**src/rtl/pic_rom_arbiter.sv**
```systemverilog
// Picture ROM arbiter: the display reader always owns the ROM port; an
// auxiliary reader is served only in cycles where the display is idle.
module pic_rom_arbiter #(
    parameter int unsigned ADDR_W       = 14,
    parameter int unsigned DATA_W       = 16,
    parameter int unsigned ROM_DEPTH    = 10000,
    parameter int unsigned STARVE_LIMIT = 1024
) (
    input  logic              vga_clk,
    input  logic              sys_rst_n,
    input  logic              disp_rd_en,
    input  logic [ADDR_W-1:0] disp_addr,
    output logic [DATA_W-1:0] disp_data,
    output logic              disp_valid,
    input  logic              aux_req,
    input  logic [ADDR_W-1:0] aux_addr,
    output logic              aux_ack,
    output logic              aux_err,
    output logic [DATA_W-1:0] aux_rdata,
    output logic              aux_rvalid,
    output logic              aux_starved,
    output logic [ADDR_W-1:0] rom_addr,
    output logic              rom_rden,
    input  logic [DATA_W-1:0] rom_q
);

    localparam int unsigned CNT_W = 11;
    localparam logic [CNT_W-1:0] CNT_MAX = '1;

    typedef enum logic [1:0] {
        A_IDLE = 2'd0,
        A_PEND = 2'd1,
        A_WAIT = 2'd2
    } aux_state_t;

    aux_state_t        state;
    aux_state_t        state_d;
    logic [ADDR_W-1:0] aux_addr_q;
    logic [ADDR_W-1:0] aux_addr_d;
    logic [CNT_W-1:0]  pend_cnt;
    logic [CNT_W-1:0]  pend_cnt_d;
    logic              aux_ack_d;
    logic              aux_err_d;
    logic              aux_rvalid_d;
    logic [DATA_W-1:0] aux_rdata_d;
    logic              aux_issue;
    logic              aux_in_range;

    assign aux_in_range = 32'(aux_addr) < ROM_DEPTH;

    // ROM port mux: display has absolute priority, aux only fills idle slots
    assign rom_rden = disp_rd_en | aux_issue;
    assign rom_addr = disp_rd_en ? disp_addr : (aux_issue ? aux_addr_q : '0);

    // Display data is gated so the bus reads zero outside valid cycles
    assign disp_data = disp_valid ? rom_q : '0;

    // Starvation is status only; it never preempts the display
    assign aux_starved = (state == A_PEND) && (32'(pend_cnt) >= STARVE_LIMIT);

    // Aux next-state, handshake pulses, capture and wait counter
    always_comb begin
        state_d      = state;
        aux_addr_d   = aux_addr_q;
        pend_cnt_d   = pend_cnt;
        aux_ack_d    = 1'b0;
        aux_err_d    = 1'b0;
        aux_rvalid_d = 1'b0;
        aux_rdata_d  = aux_rdata;
        aux_issue    = 1'b0;
        unique case (state)
            A_IDLE: begin
                if (aux_req) begin
                    aux_ack_d = 1'b1;
                    if (aux_in_range) begin
                        aux_addr_d = aux_addr;
                        pend_cnt_d = '0;
                        state_d    = A_PEND;
                    end else begin
                        aux_err_d = 1'b1;
                    end
                end
            end
            A_PEND: begin
                aux_issue = !disp_rd_en;
                if (pend_cnt != CNT_MAX) begin
                    pend_cnt_d = pend_cnt + CNT_W'(1);
                end
                if (aux_issue) begin
                    state_d = A_WAIT;
                end
            end
            A_WAIT: begin
                // rom_q here belongs to the aux issue of the previous cycle
                aux_rdata_d  = rom_q;
                aux_rvalid_d = 1'b1;
                state_d      = A_IDLE;
            end
            default: begin
                state_d = A_IDLE;
            end
        endcase
    end

    // State and registered outputs
    always_ff @(posedge vga_clk or negedge sys_rst_n) begin
        if (!sys_rst_n) begin
            state      <= A_IDLE;
            aux_addr_q <= '0;
            pend_cnt   <= '0;
            aux_ack    <= 1'b0;
            aux_err    <= 1'b0;
            aux_rvalid <= 1'b0;
            aux_rdata  <= '0;
            disp_valid <= 1'b0;
        end else begin
            state      <= state_d;
            aux_addr_q <= aux_addr_d;
            pend_cnt   <= pend_cnt_d;
            aux_ack    <= aux_ack_d;
            aux_err    <= aux_err_d;
            aux_rvalid <= aux_rvalid_d;
            aux_rdata  <= aux_rdata_d;
            disp_valid <= disp_rd_en;
        end
    end

endmodule

```
**config.mk**
```make
export PLATFORM = sky130hd
export DESIGN_NAME = pic_rom_arbiter
export DESIGN_NICKNAME = d
export VERILOG_FILES = /design/src/rtl/pic_rom_arbiter.sv
export SDC_FILE = /design/constraint.sdc
export NUM_CORES = 1
export LEC_CHECK = 0
export ABC_AREA = 1
export CELL_PAD_IN_SITES_DETAIL_PLACEMENT = 1
export CELL_PAD_IN_SITES_GLOBAL_PLACEMENT = 1
export CORE_MARGIN = 3
export CORE_UTILIZATION = 31
export CTS_BUF_LIST = sky130_fd_sc_hd__clkbuf_8
export CTS_CLUSTER_DIAMETER = 50
export DETAILED_ROUTE_END_ITERATION = 8
export GPL_TIMING_DRIVEN = 1
export PLACE_DENSITY = 0.89
export SYNTH_ARGS = -nofsm -noshare
export SYNTH_HDL_FRONTEND = slang
export SYNTH_SLANG_ARGS = --single-unit
```
**constraint.sdc**
```tcl
create_clock -name vga_clk -period 1.64 [get_ports vga_clk]
set_input_delay 0.328 -clock vga_clk [delete_from_list [all_inputs] [get_ports vga_clk]]
set_output_delay 0.328 -clock vga_clk [all_outputs]
set_load 0.01 [all_outputs]
```
==> results.yml <==
critical_path:
  cp.arrival_ns: 1.54
  slowest_delay_ns: 0.40
  crit_type: "register to primary output"
  cp_num_buf_inv: 5
  crit_path_top_delay_cell: "dfrtp_1"
  crit_family: "buffers and inverters"
  crit_chain: "inv_2 -> nor2_4 -> inv_2 -> nor2_4 -> buf_6 -> buf_16 -> a22o_1 -> buf_2"
  crit_path_start_kind: "register"
  crit_required_ns: 1.31
  critical_path.max_fanout: 7
  critPathCaptureType: "primary output"
power:
  p_per_area_nw_per_um2: 1070
  p_leak_nw: 2.12
  ir_drop_mv: 0.552
clock_tree:
  numCtsBuffers: 5
  clk_latency_ns: 0.31
  cts_root_buf: "clkbuf_8"
  cts.htree.levels: 2
  cts.clk_slew.worst_paths_ns: 0.09
  cts_tree: "done"
  clk_path_buf_depth: 2
  numClockSinks: 47
detailed_routing:
  first_pass_iters: 4
  drc: 0
  antenna_left: 0
  wire_per_inst_um: 16.7
  drt-initial-drc-count: 114
  vias_per_cell: 4.84
  vias: 2709
  drt-total-wl_um: 9360
sta:
  finalSetupViolCount: 14
  fin_ws_ns: -0.229
  worst_slew_pin_slew_ns: 0.302
  rsz0062_at_grt: "true"
  hold_viol: 0
  slew_viol_final: 0
  max_slew_margin: 0.798
  fmax_ghz: 0.535
  min_period_ns: 1.87
  fin_skew_ns: 0.00705
  holdWs_ns: 0.379
  fin_crit_sh: 1.14
job:
  timing.max_cap.violations: 0
grt:
  grt_pass1_wl_um: 14700
  antenna_found_initial: 1
  track_usage: 0.213
  grt_util_met2: 0.402
  grt_max_degree: 27
  grt_use_met1: 0.241
  overflow: 0
  use_met3: 0.0385
  grt_pass1_vias: 2922
  grt_busiest_layer: "met2"
run_status:
  outcome: "finished, violations left"
  violations: "negative setup slack"
layout:
  fin_nets: 508
  final_cell_mix: "107 x nand2_1, 63 x clkdlybuf4s50_1, 46 x dfrtp_1"
  fill_cells: 909
  layout-drive-gt1-share: 0.280
  layout_commonest_cell: "nand2_1"
  layoutNonFillerInstCount: 560
  synthToLayoutAreaGrowth_pct: 65.4
yosys:
  synth.cell_area_um2: 2400
  yosysWarnings: 0
  yosysTopAreaCell: "dfrtp_1"
  synth_seq_area_share: 0.491
  netlist_instances: 314
  ys_top_cells_by_area: "dfrtp_1 49%, nand2_1 18%, inv_1 6.3%"
  synth_seq_cells: 47
  syn_area_per_cell_um2: 7.63
  yosysUniqueCellTypes: 21
  synth_top_area_frac: 0.491
  syn_nets: 363
floorplan:
  die_w_um: 93.9
  core_um2: 7370
  initial_core_util: 0.325
  rows: 31
  ioPinCount: 100
  die_y_um: 93.9
  die_area_um2: 8820
place:
  dpl_worst_slack_ns: -0.576
  io_buffer_count: 99
  routabilityCongestion: 0.777
  placedCellCount: 538
  hpwl_um: 6400
min_path:
  hold_class: "input pin to async pin"
## state kept, by name, summed over array words and instances (netlist names)
| signal | flops |
|---|---|
| state | 2 |
| aux_addr_q | 14 |
| aux_ack | 1 |
| disp_valid | 1 |
| pend_cnt | 11 |
| aux_rdata | 16 |
| aux_rvalid | 1 |
| aux_err | 1 |
## cells in the mapped netlist, drive strengths merged
master  count
a31oi       1
nand2     129
a21oi       7
nor2       22
a22o       14
buf         6
o21ai      13
nor3        1
nand3      21
ha          1
dfrtp      47
nand4       3
clkbuf      4
inv        45
## worst reg2reg max path: stages (launching register included)
cell and delay, ns:
dfrtp_1 0.39, ha_2 0.22, nand3_2 0.10, nor2_1 0.13, inv_1 0.06, nor2_2 0.16, nand3_1 0.17, nand4_1 0.14
nand2_1 0.10
## power by group
group          leakage, nW  internal, mW  total, mW  switching (mW)
combinational         1.47         0.899       1.75           0.854
sequential           0.600          1.51       1.75           0.242
clock               0.0460         0.301      0.739           0.438
## through the flow
step	setup TNS, ns	power, mW	utilization	area, um2
2_1_floorplan	0	2.38	-	2400
3_3_place_gp	-13.13	3.30	0.512	3770
3_5_place_dp	-15.36	3.42	0.512	3770
4_1_cts	-3.02	4.17	0.521	3840
5_1_grt	-3.38	4.49	0.538	3960
6_report	-2.35	4.24	0.538	3960
## worst paths after layout
path,start,to,slack [ns],cells past startpoint
worst max-delay path,state[0]$_DFFE_PN0P_,rom_addr[3],-0.23,8
worst min register to register,aux_rdata[15]$_DFFE_PN0P_,aux_rdata[15]$_DFFE_PN0P_,0.48,2
worst min-delay path,sys_rst_n,aux_rdata[10]$_DFFE_PN0P_,0.38,2
max in group asynchronous,sys_rst_n,pend_cnt[10]$_DFFE_PN0P_,0.79,3
min in group vga_clk,disp_rd_en,disp_valid$_DFF_PN0_,0.38,1
worst max register to register,pend_cnt[1]$_DFFE_PN0P_,pend_cnt[1]$_DFFE_PN0P_,0.06,8
## logic make-up (layout without fill, tap and decap cells)
| family | Yosys count | count (layout) | share of synthesized area |
|---|---|---|---|
| other | 0 | 1 | 0 |
| buffers and inverters | 55 | 200 | 0.0919 |
| AO/OA/AOI/OAI | 35 | 35 | 0.0956 |
| AND/OR/NAND/NOR | 176 | 177 | 0.316 |
| flip-flops | 47 | 47 | 0.491 |
| adder cells (fa/ha/maj) | 1 | 1 | 0.00522 |
## layer usage
metal / share of wire / vias up / wire [um]
li1: - / 1267 / -
met1: 0.40 / 1350 / 3720
met2: 0.54 / 75 / 5070
met3: 0.041 / 17 / 383
met4: 0.021 / 0 / 193
met5: 0 / - / 0
## area by class of cell
cell class / count / area [um2] / share of cell area
Antenna cell: 1 / 2.50 / 0.000632
Clock inverter: 3 / 20.0 / 0.00505
Timing Repair Buffer: 147 / 1330 / 0.336
Clock buffer: 5 / 68.8 / 0.0174
Multi-Input combinational cell: 213 / 1070 / 0.270
Inverter: 45 / 169 / 0.0426
Tap cell: 99 / 124 / 0.0313
Sequential cell: 47 / 1180 / 0.297
## what timing repair did
action / CTS / global route
setup buffers: 7 / 6
pin swaps: 2 / 9
gates cloned: 2 / 1
hold endpoints to repair: 6 / 0
gates resized for setup: 136 / 28
hold buffers: 1 / 0
setup endpoints to repair: 37 / 51
Note: power is estimated with default switching activity, not from simulation.
